### config.mk
export PLATFORM = sky130hd
export DESIGN_NAME = spi_midi_bridge
export DESIGN_NICKNAME = d
export VERILOG_FILES = /design/src/rtl/midi_pkg.sv /design/src/rtl/midi_frame_fifo.sv /design/src/rtl/spi_midi_bridge.sv
export SDC_FILE = /design/constraint.sdc
export NUM_CORES = 1
export LEC_CHECK = 0
export BUFFER_PORTS_ARGS = -buffer_cell sky130_fd_sc_hd__buf_2
export CAP_MARGIN = 0
export CORE_MARGIN = 2
export CORE_UTILIZATION = 61
export CTS_CLUSTER_SIZE = 12
export DETAILED_ROUTE_END_ITERATION = 16
export MAX_ROUTING_LAYER = met4
export PLACE_DENSITY = 0.78
export REMOVE_ABC_BUFFERS = 1
export SKIP_CTS_REPAIR_TIMING = 1
export SLEW_MARGIN = 10
export SYNTH_ARGS = -nofsm -noshare
export SYNTH_HDL_FRONTEND = slang
export SYNTH_HIERARCHICAL = 1
export SYNTH_SLANG_ARGS = --single-unit
export TNS_END_PERCENT = 30
### constraint.sdc
create_clock -name clk -period 5.9 [get_ports clk]
set_clock_uncertainty 0.15 [all_clocks]
set_input_delay 0 -clock clk [delete_from_list [all_inputs] [get_ports clk]]
set_output_delay 0 -clock clk [all_outputs]
set_load 0.1 [all_outputs]
### src/rtl/midi_pkg.sv
// Shared MIDI frame constants for the SPI bridge.
// Frames go out LSB first, so the status byte sits in the low bits.
package midi_pkg;
  localparam int DEF_MSG_BITS = 24;
  localparam logic [7:0] MIDI_NOTE_ON  = 8'h90;
  localparam logic [7:0] MIDI_NOTE_OFF = 8'h80;
  localparam logic [DEF_MSG_BITS-1:0] NULL_FRAME = '0;

  function automatic logic [DEF_MSG_BITS-1:0] midi_frame(input logic [7:0] st,
                                                         input logic [7:0] d1,
                                                         input logic [7:0] d2);
    return {d2, d1, st};
  endfunction
endpackage

### src/rtl/midi_frame_fifo.sv
// First-word-fall-through frame FIFO; pushes while full and pops while empty are ignored.
module midi_frame_fifo
  import midi_pkg::*;
#(
  parameter int WIDTH = DEF_MSG_BITS,
  parameter int DEPTH = 8
) (
  input  logic                     clk,
  input  logic                     reset,
  input  logic                     i_push,
  input  logic [WIDTH-1:0]         i_din,
  output logic                     o_full,
  input  logic                     i_pop,
  output logic [WIDTH-1:0]         o_dout,
  output logic                     o_empty,
  output logic [$clog2(DEPTH):0]   o_level
);
  localparam int AW = $clog2(DEPTH);

  logic [WIDTH-1:0] r_mem [DEPTH];
  logic [AW-1:0]    r_wr, r_rd;
  logic [AW:0]      r_cnt;
  logic             w_push, w_pop;

  assign o_full  = (r_cnt == (AW+1)'(DEPTH));
  assign o_empty = (r_cnt == '0);
  assign o_dout  = r_mem[r_rd];
  assign o_level = r_cnt;
  assign w_push  = i_push & ~o_full;
  assign w_pop   = i_pop & ~o_empty;

  always_ff @(posedge clk) begin
    if (reset) begin
      r_wr  <= '0;
      r_rd  <= '0;
      r_cnt <= '0;
    end else begin
      if (w_push) r_wr <= r_wr + 1'b1;
      if (w_pop)  r_rd <= r_rd + 1'b1;
      case ({w_push, w_pop})
        2'b10:   r_cnt <= r_cnt + 1'b1;
        2'b01:   r_cnt <= r_cnt - 1'b1;
        default: r_cnt <= r_cnt;
      endcase
    end
  end

  always_ff @(posedge clk) begin
    if (w_push) r_mem[r_wr] <= i_din;
  end
endmodule

### src/rtl/spi_midi_bridge.sv
// SPI slave carrying back-to-back MIDI frames; TX/RX frames are queued so the
// downstream pipeline only sees valid/ready handshakes.
module spi_midi_bridge
  import midi_pkg::*;
#(
  parameter int MSG_BITS    = DEF_MSG_BITS,
  parameter int TX_DEPTH    = 8,
  parameter int RX_DEPTH    = 8,
  parameter int SYNC_STAGES = 2
) (
  input  logic                      clk,
  input  logic                      reset,
  input  logic                      i_spi_csn,
  input  logic                      i_spi_clk,
  input  logic                      i_spi_mosi,
  output logic                      o_spi_miso,
  input  logic                      i_spi_write_en,
  input  logic                      i_tx_valid,
  input  logic [MSG_BITS-1:0]       i_tx_data,
  output logic                      o_tx_ready,
  output logic                      o_rx_valid,
  output logic [MSG_BITS-1:0]       o_rx_data,
  input  logic                      i_rx_ready,
  output logic                      o_read_needed,
  output logic [$clog2(TX_DEPTH):0] o_tx_level,
  output logic                      o_rx_overflow,
  input  logic                      i_overflow_clr
);
  localparam int CW  = $clog2(MSG_BITS);
  localparam int TLW = $clog2(TX_DEPTH) + 1;
  localparam int SW  = $clog2(SYNC_STAGES + 1) + 1;

  localparam logic [1:0] S_IDLE  = 2'd0;
  localparam logic [1:0] S_WRITE = 2'd1;
  localparam logic [1:0] S_READ  = 2'd2;

  logic [SYNC_STAGES-1:0] r_csn_sync, r_sclk_sync, r_mosi_sync;
  logic                   r_csn_d, r_sclk_d;
  logic [SW-1:0]          r_settle;
  logic                   r_armed;
  logic [1:0]             r_state;
  logic [CW-1:0]          r_bitcnt;
  logic [MSG_BITS-1:0]    r_shift_in, r_shift_out;
  logic                   r_live, r_load, r_ovf, r_read_needed;

  logic                   w_csn_s, w_sclk_s, w_mosi_s;
  logic                   w_csn_fall, w_rise, w_last;
  logic [MSG_BITS-1:0]    w_shift_in_nxt;
  logic                   w_tx_push, w_tx_pop, w_tx_full, w_tx_empty;
  logic [MSG_BITS-1:0]    w_tx_dout;
  logic [TLW-1:0]         w_tx_lvl_nxt;
  logic                   w_rx_push, w_rx_pop, w_rx_full, w_rx_empty, w_rx_drop;
  logic [$clog2(RX_DEPTH):0] w_unused_rx_level;

  assign w_csn_s        = r_csn_sync[SYNC_STAGES-1];
  assign w_sclk_s       = r_sclk_sync[SYNC_STAGES-1];
  assign w_mosi_s       = r_mosi_sync[SYNC_STAGES-1];
  assign w_csn_fall     = ~w_csn_s & r_csn_d;
  assign w_rise         = w_sclk_s & ~r_sclk_d & ~w_csn_s;
  assign w_last         = (r_bitcnt == CW'(MSG_BITS - 1));
  assign w_shift_in_nxt = {w_mosi_s, r_shift_in[MSG_BITS-1:1]};

  assign w_tx_push    = i_tx_valid & ~w_tx_full;
  assign w_tx_pop     = w_rise & (r_state == S_READ) & w_last & r_live;
  assign w_tx_lvl_nxt = o_tx_level + TLW'(w_tx_push) - TLW'(w_tx_pop & ~w_tx_empty);
  assign w_rx_push    = w_rise & (r_state == S_WRITE) & w_last;
  assign w_rx_drop    = w_rx_push & w_rx_full;
  assign w_rx_pop     = o_rx_valid & i_rx_ready;

  assign o_tx_ready    = ~w_tx_full;
  assign o_rx_valid    = ~w_rx_empty;
  assign o_read_needed = r_read_needed;
  assign o_rx_overflow = r_ovf;
  assign o_spi_miso    = (r_state == S_READ) & ~w_csn_s & r_shift_out[0];

  midi_frame_fifo #(.WIDTH(MSG_BITS), .DEPTH(TX_DEPTH)) u_tx_fifo (
    .clk(clk), .reset(reset),
    .i_push(w_tx_push), .i_din(i_tx_data), .o_full(w_tx_full),
    .i_pop(w_tx_pop), .o_dout(w_tx_dout), .o_empty(w_tx_empty),
    .o_level(o_tx_level)
  );

  midi_frame_fifo #(.WIDTH(MSG_BITS), .DEPTH(RX_DEPTH)) u_rx_fifo (
    .clk(clk), .reset(reset),
    .i_push(w_rx_push), .i_din(w_shift_in_nxt), .o_full(w_rx_full),
    .i_pop(w_rx_pop), .o_dout(o_rx_data), .o_empty(w_rx_empty),
    .o_level(w_unused_rx_level)
  );

  always_ff @(posedge clk) begin
    if (reset) begin
      r_csn_sync    <= '1;
      r_sclk_sync   <= '0;
      r_mosi_sync   <= '0;
      r_csn_d       <= 1'b1;
      r_sclk_d      <= 1'b0;
      r_settle      <= '0;
      r_armed       <= 1'b0;
      r_state       <= S_IDLE;
      r_bitcnt      <= '0;
      r_shift_in    <= '0;
      r_shift_out   <= '0;
      r_live        <= 1'b0;
      r_load        <= 1'b0;
      r_ovf         <= 1'b0;
      r_read_needed <= 1'b0;
    end else begin
      r_csn_sync  <= {r_csn_sync[SYNC_STAGES-2:0], i_spi_csn};
      r_sclk_sync <= {r_sclk_sync[SYNC_STAGES-2:0], i_spi_clk};
      r_mosi_sync <= {r_mosi_sync[SYNC_STAGES-2:0], i_spi_mosi};
      r_csn_d     <= w_csn_s;
      r_sclk_d    <= w_sclk_s;
      // Synchroniser preset looks like csn high; only trust it once flushed,
      // so a csn held low through reset never opens a transaction.
      if (r_settle != SW'(SYNC_STAGES)) r_settle <= r_settle + 1'b1;
      else if (w_csn_s)                 r_armed  <= 1'b1;

      r_read_needed <= (w_tx_lvl_nxt != '0);
      if (w_rx_drop)           r_ovf <= 1'b1;
      else if (i_overflow_clr) r_ovf <= 1'b0;

      // Reload one cycle after entry/pop so the FWFT head has settled.
      r_load <= 1'b0;
      if (r_load) begin
        r_shift_out <= w_tx_empty ? '0 : w_tx_dout;
        r_live      <= ~w_tx_empty;
      end

      case (r_state)
        S_IDLE: begin
          if (w_csn_fall && r_armed) begin
            r_bitcnt <= '0;
            if (i_spi_write_en) r_state <= S_WRITE;
            else begin
              r_state <= S_READ;
              r_load  <= 1'b1;
            end
          end
        end
        S_WRITE: begin
          if (w_csn_s) r_state <= S_IDLE;
          else if (w_rise) begin
            r_shift_in <= w_shift_in_nxt;
            r_bitcnt   <= w_last ? '0 : r_bitcnt + 1'b1;
          end
        end
        S_READ: begin
          if (w_csn_s) r_state <= S_IDLE;
          else if (w_rise) begin
            r_shift_out <= r_shift_out >> 1;
            if (w_last) begin
              r_bitcnt <= '0;
              r_load   <= 1'b1;
            end else begin
              r_bitcnt <= r_bitcnt + 1'b1;
            end
          end
        end
        default: r_state <= S_IDLE;
      endcase
    end
  end
endmodule

-- Word-level counts from Yosys, hierarchy flattened
Memories as Yosys holds them, arrays and structs flattened. A register that Yosys moved wholly into a read port is not among the register bits.
Index checks and enable logic that the tools add are counted.
- bits in registers: 91
- bits in writable memories: 384
- bits of input ports: 33
- word-level logic and storage cells: 121
- memories: 2
- memories (memory ; depth ; bits a word ; rd ports ; clocked after memory_dff ; wr ports ; RTL line ; RTL):
    u_rx_fifo.r_mem ; 8 ; 24 ; 1 ; 1 ; 1 ; midi_frame_fifo.sv:20 ; logic [WIDTH-1:0] r_mem [DEPTH];
    u_tx_fifo.r_mem ; 8 ; 24 ; 1 ; 1 ; 1 ; midi_frame_fifo.sv:20 ;
- add/subtract/negate cells: 12
- equality and inequality tests: 14
- muxes and demuxes: 32
- bitwise gates (word level): 26
- reduce and logical (&&, ||, !) cells: 14
- operators by type and width (kind ; number):
    two-way mux 24 bit ; 5
    two-way mux 5 bit ; 4
    bitwise AND 1 bit ; 17
    one-hot mux 4 bit (2 select lines) ; 2
    adder 3 x 1 -> 3 bit, second input constant ; 5
    two-way mux 3 bit ; 4
    two-way mux 1 bit ; 11
    one-hot mux 5 bit (2 select lines) ; 1
    adder 4 x 1 -> 4 bit, second input constant ; 2
    equality test 4 bit, second input constant ; 2
    zero test 4 bit ; 2
    nonzero test 2 bit ; 4
    subtractor 4 x 1 -> 4 bit, second input constant ; 2
    inverter 1 bit ; 7
    equality test 2 x 1 -> 1 bit, second input constant ; 3
    equality test 2 bit, second input constant ; 3
    two-way mux 2 bit ; 3
    adder 5 x 1 -> 5 bit, second input constant ; 1
    equality test 5 bit, second input constant ; 1
    adder 4 x 1 -> 4 bit ; 1
    bitwise AND 1 x 4 -> 4 bit ; 1
    inequality test 2 x 1 -> 1 bit, second input constant ; 2
    inequality test 2 bit, second input constant ; 2
    inverter 1 -> 4 bit ; 1
    other kinds (11) ; 12

-- Longest topological paths before layout
Gate-level depths: netlist (run 1).
- depth after elaboration: 9
- mapped depth: 15
- mapped depth without buffers: 13

-- Modules after synthesis
Netlist (run 1), hierarchy kept.
- modules (own cells, without submodules) (module ; times used ; cells an instance ; area each (µm²)):
    midi_frame_fifo (u_tx_fifo) ; 1 ; 351 ; 7902.6
    midi_frame_fifo (u_rx_fifo) ; 1 ; 351 ; 7895.1
    spi_midi_bridge ; 1 ; 339 ; 2914.0

-- Worst setup path before layout (run 1)
OpenSTA, ideal clock, no wires.
- kind: flip-flop to flip-flop
- from: register u_tx_fifo.r_cnt[1] (netlist: u_tx_fifo/o_level[1])
- to: memory u_tx_fifo/r_mem[0][0] (netlist bit) (enable)
- arrival time: 4.953 ns
- setup slack: 0.331 ns
- cell stages (with the launch flop): 10
- path buffers: 2
- cells stage by stage: dfxtp_1 -> buf_6 -> or4b_4 -> buf_6 -> inv_1 -> inv_1 -> nand2_1 -> inv_1 -> nand2_8 -> nor4_1
- word-level cells in the longest chain between the ends: 6
- RTL lines (item ; RTL line ; RTL):
    from (decl) ; midi_frame_fifo.sv:22 ; logic [AW:0] r_cnt;
    from (signal assigned) ; midi_frame_fifo.sv:41 ; 2'b10: r_cnt <= r_cnt + 1'b1;
    from (signal assigned) ; midi_frame_fifo.sv:42 ; 2'b01: r_cnt <= r_cnt - 1'b1;
    from (signal assigned) ; midi_frame_fifo.sv:43 ; default: r_cnt <= r_cnt;
    equality test 4 bit ; midi_frame_fifo.sv:25 ; assign o_full = (r_cnt == (AW+1)'(DEPTH));
    via w_tx_full ; spi_midi_bridge.sv:49 ; logic w_tx_push, w_tx_pop, w_tx_full, w_tx_empty;
    inverter 1 bit ; -- ;
    via o_tx_ready ; spi_midi_bridge.sv:20 ; output logic o_tx_ready,
    bitwise AND 1 bit ; spi_midi_bridge.sv:63 ; assign w_tx_push = i_tx_valid & ~w_tx_full;
    via w_tx_push ; spi_midi_bridge.sv:49 ;
    bitwise AND 1 bit ; midi_frame_fifo.sv:29 ; assign w_push = i_push & ~o_full;
    two-way mux 1 bit ; midi_frame_fifo.sv:49 ; if (w_push) r_mem[r_wr] <= i_din;
    two-way mux 1 bit (implied by the code) ; midi_frame_fifo.sv:49 ;
    to (decl) ; midi_frame_fifo.sv:20 ;
The timed path passes the listed nets, and every way through them passes these cells.

-- Worst setup path in the final report (run 1)
- from: register r_csn_sync[1]
- to: register u_tx_fifo.r_cnt[3] (netlist: u_tx_fifo/o_level[3])
- word-level cells in the longest chain between the ends: 8
- RTL lines (item ; RTL line ; RTL):
    from (decl) ; spi_midi_bridge.sv:37 ; logic [SYNC_STAGES-1:0] r_csn_sync, r_sclk_sync, r_mosi_sync;
    from (signal assigned) ; spi_midi_bridge.sv:108 ; r_csn_sync <= {r_csn_sync[SYNC_STAGES-2:0], i_spi_csn};
    inverter 1 bit (no line) (*) ; -- ;
    bitwise AND 1 bit (*) ; spi_midi_bridge.sv:59 ; assign w_rise = w_sclk_s & ~r_sclk_d & ~w_csn_s;
    bitwise AND 1 bit (*) (3 in series) ; spi_midi_bridge.sv:64 ; assign w_tx_pop = w_rise & (r_state == S_READ) & w_last & r_live;
    via w_tx_pop ; spi_midi_bridge.sv:49 ;
    bitwise AND 1 bit (*) ; midi_frame_fifo.sv:30 ; assign w_pop = i_pop & ~o_empty;
    via u_tx_fifo.w_pop ; midi_frame_fifo.sv:23 ; logic w_push, w_pop;
    equality test 2 x 1 -> 1 bit or equality test 2 bit (tied branches) ; midi_frame_fifo.sv:40 ; case ({w_push, w_pop})
    one-hot mux 4 bit (2 select lines) or nonzero test 2 bit (tied branches) ; -- ;
Mark *: on every way through the listed nets, which the timed path passes. The rest lies on a longest branch.
A chain may end at the register's enable or synchronous reset.

==> summary.md, run 1 <==
| Metric | Value |
|---|---|
| Outcome | `finished, violations left` |
| Failing checks | `hold timing` |
| Placed Instances | `1469` |
| Worst Setup End Kind | `register` |
| Total I/O pin count | `66` |
| Hold Fails Final Rpt | `2` |
| Clock sinks | `between 400 and 500` |
| Clk root buf | `clkbuf_16` |
| Final Non-Filler Cells | `roughly 1600` |
| Max_cap viols | `0` |
| FMAX | `between 200 and 300 MHz` |
| Tightest Pin Transition | `1.07 ns` |
| Die ar. | `between 30000 and 40000 um2` |
| TritonRoute pass-1 iters | `5` |
| Slew Limit Fails | `0` |
| Post-synthesis compound-gate area fraction | `under 10%` |
| TritonCTS clock tree | `built` |
| CP Data Required Time | `6.17 ns` |
| Post-synthesis cell area | `18700 um2` |
| Crit start category | `register` |
| Post-synthesis adder-cell area fraction | `1.44%` |
| HPWL Detailed | `about 18 mm` |
| Largest net degree at the start of global routing | `95` |
| Max VDD drop | `0.288 mV` |
| Vias/cell | `~6.0` |
| Post-synthesis cell count | `~1000` |
| CP Class | `reg2reg` |
| Netlist cell types | `60` |
| FF+latch count, synth | `480` |
| Register area | `roughly 13000 um2` |
| CP Cell Sequence | `nor3b_4 > and2_1 > and3_1 > o41a_1 > ha_1 > nand2_1 > mux2_2 > o41ai_1 > mux2_1` |
| Total grt overflow | `0` |
| Slowest stage delay, CP | `approximately 0.86 ns` |
| Relative slew slack | `about 29%` |
| Nets@finish | `about 1200` |
| Yosys top cell by area | `edfxtp_1` |
| XOR/XNOR share of the synthesized area | `less than 1%` |
| HP Class | `in2reg` |
| Fill count | `1897` |
| Post-route DRC | `0` |
| Final setup fails | `0` |
| Vias in the first global route | `roughly 9700` |
| Port bufs | `65` |
| Maximum root-to-sink buffer count | `3` |
| Simple-Gate Fraction of Synth Area | `roughly 5.8%` |
| Worst skew pair latency | `0.55 ns` |
| Post-synthesis average cell area | `roughly 18 um2` |
| Sequential area share after synthesis | `71.9%` |
| DR iter-0 viols | `between 700 and 800` |
| Htree depth | `2` |
| Setup TNS | `0 ns` |
| Multi-input gate area | `approximately 5000 um2` |
| Most numerous cell in the Yosys netlist | `edfxtp_1` |
| Average wire per standard cell | `about 22 um` |
| WHS | `-0.00870 ns` |
| DR vias | `9576` |
| # rows | `between 60 and 70` |
| Antenna violations before repair | `0` |
| Post-synth EDFFs | `approximately 380` |
| CP max-delay cell | `and2_1` |
| Tmin final | `roughly 3.8 ns` |
| Antenna Cells | `0` |
| Fraction of layout cells with a size suffix above 1 | `between 20% and 30%` |
| RSZ-0062 raised after global routing | `false` |
| Initial Utilization | `between 60% and 70%` |
| Die W | `around 180 um` |
| Synth top area share | `approximately three fifths` |
| Largest cells by area after synthesis | `edfxtp_1, mux4_2, dfxtp_1` |
| Total wire length | `between 30 and 40 mm` |
| Fraction of the cycle the final worst path needs | `approximately 64%` |
| Area grow syn2layout | `13.7%` |
| P per Cell Area | `317 nW/um2` |
| Routed Antenna Nets | `0` |
| Main combinational cell family by area after synthesis | `multiplexers` |
| Total GRT Usage | `23.0%` |
| Share of cell area taken by muxes after synthesis | `14.9%` |
| Die H | `179 um` |
| Count of warnings emitted by yosys | `6` |
| Max FO, Critical Path | `27` |
| Gp weighted congestion | `0.756` |
| First-pass GRT wire length | `around 54 mm` |
| Ys async rst share | `0%` |
| Commonest cells post-synth | `edfxtp_1, dfxtp_1, mux4_2, nor2_1, nand2_1` |
| Setup slack, reg-to-reg | `2.10 ns` |
| Main flop type after synthesis | `edfxtp_1` |
| Clock buffer count from CTS | `between 40 and 50` |
| Clock-pin slew on the worst setup and hold paths | `around 0.06 ns` |
| Arr. time, crit path | `roughly 4 ns` |
| Core area | `30400 um2` |
| Lkg Pwr | `approximately 7 nW` |
-- registers in the layout, summed over array words and instances (netlist names), 4 cells and up, named ones only --
| signal | flops |
|---|---|
| r_bitcnt | 5 |
| u_tx_fifo/r_mem | 192 |
| r_shift_out | 24 |
| r_shift_in | 23 |
| u_tx_fifo/o_level | 4 |
| u_rx_fifo/r_mem | 192 |
| u_rx_fifo/o_level | 4 |
-- kinds of logic after synthesis --
group / count (synthesis)
flip-flops: 480
AND/OR/NAND/NOR: 212
multiplexers: 152
AO/OA/AOI/OAI: 85
buffers and inverters: 73
adder cells (fa/ha/maj): 21
XOR/XNOR: 18
-- metal layers --
metal / share of wire, % / global-route usage [%]
met1: 39 / 27.3
met2: 54 / 40.9
met5: 0 / -
met4: 2.1 / 6.49
met3: 5.0 / 3.63
-- placed cells by master (no fill, tap or decap), drive strengths merged, types with 4 or more instances in the layout --
cell type,netlist,layout
edfxtp,384,384
o21ai,6,6
nand2b,7,7
dlygate4sd3,0,31
clkinv,0,4
clkbuf,28,86
nand3,7,7
xor2,13,13
mux2,51,51
nor2,61,61
inv,18,18
dfxtp,96,96
mux2i,5,5
xnor2,5,5
buf,27,87
ha,20,20
a221oi,22,22
nor3,32,32
nand2,64,64
nor2b,10,10
or3,4,4
a21oi,41,41
nor4,4,4
mux4,96,96
-- cell type report --
| cell class | instances | area share [%] |
|---|---|---|
| sequential | 480 | 63.3 |
| multi-input combinational | 488 | 23.2 |
| clock buffer | 86 | 6.89 |
| timing repair buffer | 118 | 3.78 |
| tap | 396 | 2.33 |
| inverter | 18 | 0.318 |
| clock inverter | 4 | 0.165 |
-- per-stage QoR --
stage / setup slack [ns] / cell area, um2 / utilization (%) / hold WS (ns) / power (mW)
2_1_floorplan: 0.318 / 18400 / - / -0.0876 / 3.88
3_3_place_gp: 2.29 / 19500 / 64.0 / 0.0685 / 3.95
3_5_place_dp: 2.11 / 19500 / 64.0 / 0.0700 / 3.96
4_1_cts: 2.08 / 21000 / 68.9 / -0.500 / 6.79
5_1_grt: 1.78 / 21300 / 69.9 / 0.00515 / 6.96
6_report: 2.10 / 21300 / 69.9 / -0.00870 / 6.75
-- critical path, delay by kind of cell (launching register included) --
kind	cells	cell delay, ns
AND/OR/NAND/NOR	4	1.60
flip-flops	1	0.37
adder cells (fa/ha/maj)	1	0.32
multiplexers	2	0.63
AO/OA/AOI/OAI	2	0.59
-- path summary, 6_finish.rpt --
check / from / end / cells after the start
max: r_csn_sync[1] / u_tx_fifo/o_level[3] / 9
min: i_rx_ready / u_rx_fifo/r_rd[0] / 5
max reg2reg: r_csn_sync[1] / u_tx_fifo/o_level[3] / 9
min reg2reg: r_csn_sync[0] / r_csn_sync[1] / 1
-- where the power goes --
| group | internal [mW] | switching [mW] | leakage (nW) |
|---|---|---|---|
| Sequential | 3.68 | 0.0266 | 4.30 |
| Clock | 1.67 | 1.18 | 0.726 |
| Combinational | 0.0802 | 0.118 | 1.99 |
| Total | 5.43 | 1.32 | 7.01 |
No activity file was read; power rests on OpenSTA's default activity.
==> inputs of run 2 (changes only) <==
Settings changed: CORE_UTILIZATION 61 to 55, PLACE_DENSITY 0.78 to 0.74.
Clock period 5.9 ns to 3.36 ns, I/O delays scaled along.
==> summary.md, run 2 (synthesized netlist as in run 1, its figures left out) <==
| Metric | Value |
|---|---|
| Die W | `188 um` |
| Failing checks | `hold timing` |
| Hold Fails Final Rpt | `3` |
| Max FO, Critical Path | `11` |
| Hold_sp | `i_rx_ready` |
| FMAX | `320 MHz` |
| Post-route DRC | `0` |
| Clock sinks | `480` |
| Total GRT Usage | `20.4%` |
| Total wire length | `between 30 and 40 mm` |
| Setup slack, reg-to-reg | `~0.24 ns` |
| Fraction of the cycle the final worst path needs | `between 90% and 100%` |
| Largest regs | `u_rx_fifo/r_mem (192), u_tx_fifo/r_mem (192), r_shift_out (24)` |
| Clk root buf | `clkbuf_16` |
| Average wire per standard cell | `21.1 um` |
| RSZ-0062 raised after global routing | `false` |
| # rows | `67` |
| FF-to-FF path depth | `11` |
| Worst reg2reg path startpoint | `u_tx_fifo/o_level[2]` |
| WHS | `-0.00587 ns` |
| Final Cell Area | `between 20000 and 25000 um2` |
| Maximum root-to-sink buffer count | `3` |
| Int Pwr | `between 9 and 10 mW` |
| First-pass GRT wire length | `between 50 and 60 mm` |
| Fin util | `between 60 and 70%` |
| Sequential Power Share | `between 50 and 60%` |
| DR vias | `~9600` |
| Sw Share | `roughly a fifth` |
| CP Class | `reg2reg` |
| Reg2reg end | `u_tx_fifo/o_level[3]` |
| Comb pwr share | `under 10%` |
| P per Cell Area | `~550 nW/um2` |
| Hold path depth | `5` |
| Total grt overflow | `0` |
| Die H | `188 um` |
| Antenna violations before repair | `1` |
| Largest net degree at the start of global routing | `80` |
| DR iter-0 viols | `approximately 610` |
| WHS Endpoint | `u_rx_fifo/r_rd[0]` |
| Initial Utilization | `a little under three fifths` |
| Relative slew slack | `a little under two fifths` |
| Routed Antenna Nets | `0` |
| Nets@finish | `1223` |
| TritonCTS clock tree | `built` |
| Slew Limit Fails | `0` |
| Htree depth | `2` |
| Area grow syn2layout | `14.8%` |
| Final setup fails | `0` |
| Die ar. | `between 30000 and 40000 um2` |
| Worst skew pair latency | `0.55 ns` |
| Core area | `~34000 um2` |
| Vias/cell | `about 5.8` |
| Most common cell after layout, fill and taps aside | `edfxtp_1` |
| Clk network pwr share | `~42%` |
| TritonRoute pass-1 iters | `5` |
| Outcome | `finished, violations left` |
| Lkg Pwr | `7.09 nW` |
| Placed cell area | `a little under 20000 um2` |
| Arr. time, crit path | `between 3 and 4 ns` |
| CP Data Required Time | `roughly 3.6 ns` |
| Clock-pin slew on the worst setup and hold paths | `0.06 ns` |
| Vias in the first global route | `10100` |
| Max VDD drop | `0.465 mV` |
| Crit start category | `register` |
| HPWL Detailed | `roughly 19 mm` |
| Gp weighted congestion | `0.747` |
| Fraction of layout cells with a size suffix above 1 | `between 20% and 30%` |
| Port bufs | `65` |
| Tightest Pin Transition | `approximately 0.94 ns` |
| Worst Setup End Kind | `register` |
| Max_cap viols | `0` |
| Tmin final | `between 3 and 4 ns` |
| Clock buffer count from CTS | `48` |
| Most frequent cells in the layout | `edfxtp_1, mux4_2, dfxtp_1` |
| HP Class | `in2reg` |
| Total I/O pin count | `66` |
| Psw | `approximately 2.3 mW` |
-- run 2: changes by cell type in the layout (fill, tap and decap cells not counted), sizes merged --
cell         previous run  this run
clkbuf                 86        83
clkinv                  4         3
diode                   0         1
bufinv                  0         2
dlygate4sd3            31        34
inv                    18        19
buf                    87        99
-- run 2: how the worst max path moves through the flow --
| stage | endpoint | start | slack, ns | cells past startpoint |
|---|---|---|---|---|
| final | u_tx_fifo/o_level[3] | u_tx_fifo/o_level[2] | 0.24 | 11 |
| after CTS | u_tx_fifo/o_level[3] | r_bitcnt[0] | 0.27 | 9 |
| after floorplan | u_tx_fifo/r_mem[0][0] | u_tx_fifo/o_level[1] | -2.22 | 7 |
| after detailed placement | u_tx_fifo/o_level[3] | u_tx_fifo/o_level[2] | 0.28 | 11 |
| after global placement | u_tx_fifo/o_level[3] | u_tx_fifo/o_level[2] | 0.32 | 11 |
| after global routing | u_rx_fifo/o_level[2] | r_bitcnt[1] | 0.09 | 11 |
-- run 2: metal layers --
layer	track usage, %	routed length (um)
met1	24.3	13900
met2	35.9	18700
met3	3.35	1560
met4	6.16	757
met5	-	0
-- run 2: per-stage QoR --
| step | setup slack (ns) | power [mW] | hold WS (ns) | TNS, ns | cells |
|---|---|---|---|---|---|
| final | 0.237 | 11.9 | -0.00587 | 0 | 1657 |
| after global routing | 0.0946 | 12.3 | 0.0330 | 0 | 1657 |
| after CTS | 0.266 | 11.9 | -0.501 | 0 | 1622 |
| after detailed placement | 0.281 | 6.96 | 0.0725 | 0 | 1533 |
| after global placement | 0.322 | 6.94 | 0.0690 | 0 | 1533 |
| after floorplan | -2.22 | 6.82 | -0.0876 | -323.75 | 986 |
-- run 2: cell type report --
| cell class | count | area, um2 |
|---|---|---|
| diodes | 1 | 2.50 |
| flip-flops and latches | 480 | 13500 |
| clock inverters | 6 | 93.8 |
| repair buffers | 133 | 948 |
| multi-input cells | 488 | 4950 |
| clock buffers | 83 | 1390 |
| fillers | 2307 | 12100 |
| well taps | 448 | 561 |
| inverters | 18 | 67.6 |
-- run 2: critical path, cell delays in order, from the launching register on --
cell,delay (ns)
dfxtp_1,0.41
or4b_4,0.63
inv_1,0.08
inv_1,0.05
nand2_1,0.09
inv_1,0.14
nand2_8,0.13
ha_1,0.28
nand2_1,0.09
mux2_2,0.27
o41ai_1,0.33
mux2_1,0.35
-- run 2: power groups by stage --
stage / registers [mW] / clock network, mW / logic [mW]
after CTS: 6.50 / 5.11 / 0.331
after global routing: 6.51 / 5.37 / 0.393
after floorplan: 6.66 / 0 / 0.163
after detailed placement: 6.63 / 0 / 0.329
after global placement: 6.62 / 0 / 0.320
final: 6.50 / 5.03 / 0.359
==> inputs of run 3 (changes only) <==
--- a/constraint.sdc
+++ b/constraint.sdc
@@ -3,3 +3,3 @@
 set_input_delay 0 -clock clk [delete_from_list [all_inputs] [get_ports clk]]
 set_output_delay 0 -clock clk [all_outputs]
-set_load 0.1 [all_outputs]
+set_load 0.05 [all_outputs]
==> summary.md, run 3 (synthesized netlist as in run 1, its figures left out) <==
| Metric | Value |
|---|---|
| Outcome | `completed` |
| DR vias | `between 9000 and 10000` |
| FMAX | `326 MHz` |
| First-pass GRT wire length | `between 50 and 60 mm` |
| Placed cell area | `19600 um2` |
| Tmin final | `about 3.1 ns` |
| Max FO, Critical Path | `11` |
| DR iter-0 viols | `slightly above 600` |
| Total GRT Usage | `around 21%` |
| Maximum root-to-sink buffer count | `3` |
| Hold path depth | `5` |
| P per Cell Area | `about 560 nW/um2` |
| Clock buffer count from CTS | `between 40 and 50` |
| Slew Limit Fails | `0` |
| Crit start category | `register` |
| Port bufs | `65` |
| CP Data Required Time | `3.63 ns` |
| Most used cell, CP | `inv_1` |
| Max_cap viols | `0` |
| Fill count | `~2300` |
| Largest regs | `u_rx_fifo/r_mem (192), u_tx_fifo/r_mem (192), r_shift_out (24)` |
| Slowest stage delay, CP | `between 0.6 and 0.7 ns` |
| FF-to-FF path depth | `11` |
| RSZ-0062 raised after global routing | `false` |
| Gp weighted congestion | `around 0.74` |
| Die ar. | `between 30000 and 40000 um2` |
| Die H | `~190 um` |
| Relative slew slack | `32.5%` |
| Routed Antenna Nets | `0` |
| Max VDD drop | `between 0.5 and 0.6 mV` |
| CP max-delay cell | `or4b_4` |
| HPWL Detailed | `around 19 mm` |
| Post-route DRC | `0` |
| Nets@finish | `~1200` |
| Tightest Pin Transition | `roughly 1 ns` |
| Register area | `13500 um2` |
| Most frequent cells in the layout | `edfxtp_1, mux4_2, dfxtp_1` |
| Antenna violations before repair | `0` |
| Total wire length | `around 35 mm` |
| Hold_sp | `i_rx_ready` |
| Worst Setup End Kind | `register` |
| # rows | `67` |
| Total grt overflow | `0` |
| CP Class | `reg2reg` |
| Htree depth | `2` |
| Worst reg2reg path startpoint | `u_tx_fifo/o_level[2]` |
| Clk root buf | `clkbuf_16` |
| Antenna Cells | `0` |
| Clock-pin slew on the worst setup and hold paths | `about 0.06 ns` |
| Pre-CTS setup slack | `~0.30 ns` |
| Core area | `33500 um2` |
| WHS | `between 0.002 and 0.003 ns` |
| Vias in the first global route | `10000` |
| Fin util | `between 60% and 70%` |
| Total power | `11.9 mW` |
| Clock sinks | `480` |
| Total I/O pin count | `between 60 and 70` |
| Average wire per standard cell | `21.2 um` |
| Final Non-Filler Cells | `1652` |
| Multi-input gate area | `around 4900 um2` |
| Vias/cell | `5.78` |
| Initial Utilization | `55.8%` |
| CP Cell Sequence | `or4b_4 > inv_1 > inv_1 > nand2_1 > inv_1 > nand2_8 > ha_1 > nand2_1 > mux2_2 > o41ai_1 > mux2_1` |
| TritonRoute pass-1 iters | `5` |
| Hold Fails Final Rpt | `0` |
| Lkg Pwr | `a little over 7 nW` |
| TritonCTS clock tree | `built` |
| Placed Instances | `~1500` |
| Final Cell Area | `21500 um2` |
| Fraction of layout cells with a size suffix above 1 | `approximately 28%` |
| Die W | `around 190 um` |
| Final setup fails | `0` |
| Area grow syn2layout | `14.8%` |
| Arr. time, crit path | `around 3.3 ns` |
| Worst setup path start | `u_tx_fifo/o_level[2]` |
| Setup TNS | `0 ns` |
| Fraction of the cycle the final worst path needs | `between 90 and 100%` |
| HP Class | `in2reg` |
| Most common cell after layout, fill and taps aside | `edfxtp_1` |
| Largest net degree at the start of global routing | `around 60` |
| Worst skew pair latency | `0.54 ns` |
| Fin worst setup slack | `around 0.29 ns` |
-- run 3: cell count changes in the layout (fill, tap and decap cells not counted), sizes merged --
cell / change
clkbuf: -8
clkinv: +3
buf: -2
inv: +1
diode: -1
bufinv: +2
-- run 3: path summary, 6_finish.rpt --
check / to / slack, ns
worst max-delay path: u_tx_fifo/o_level[3] / 0.29
worst min-delay path: u_rx_fifo/r_rd[0] / 0.003
worst max register to register: u_tx_fifo/o_level[3] / 0.29
worst min register to register: r_csn_sync[1] / 0.26
-- run 3: layer usage --
layer	share of wire (%)	global-route usage, %	wire length, um	up-vias
li1	-	-	-	4349
met1	40	25.3	14100	4910
met2	54	35.9	18800	232
met3	4.0	3.20	1390	53
met4	2.0	5.68	686	0
met5	0	-	0	-
-- run 3: critical path: cells and delay by family, from the launching register on --
family	cells	cell delay, ns
buffers and inverters	3	0.27
adder cells (fa/ha/maj)	1	0.28
multiplexers	2	0.62
AND/OR/NAND/NOR	4	0.95
AO/OA/AOI/OAI	1	0.27
flip-flops	1	0.41
-- run 3: power breakdown --
part / total (mW) / internal, mW / switching, mW
registers: 6.50 / 6.46 / 0.0422
clock network: 5.11 / 3.05 / 2.06
logic: 0.341 / 0.147 / 0.193
-- run 3: final cells by class --
cell class              instances  area share (%)
flip-flops and latches        480            62.7
multi-input cells             488            23.0
clock buffers                  75            6.26
repair buffers                131            4.35
well taps                     448            2.61
clock inverters                12           0.763
inverters                      18           0.315
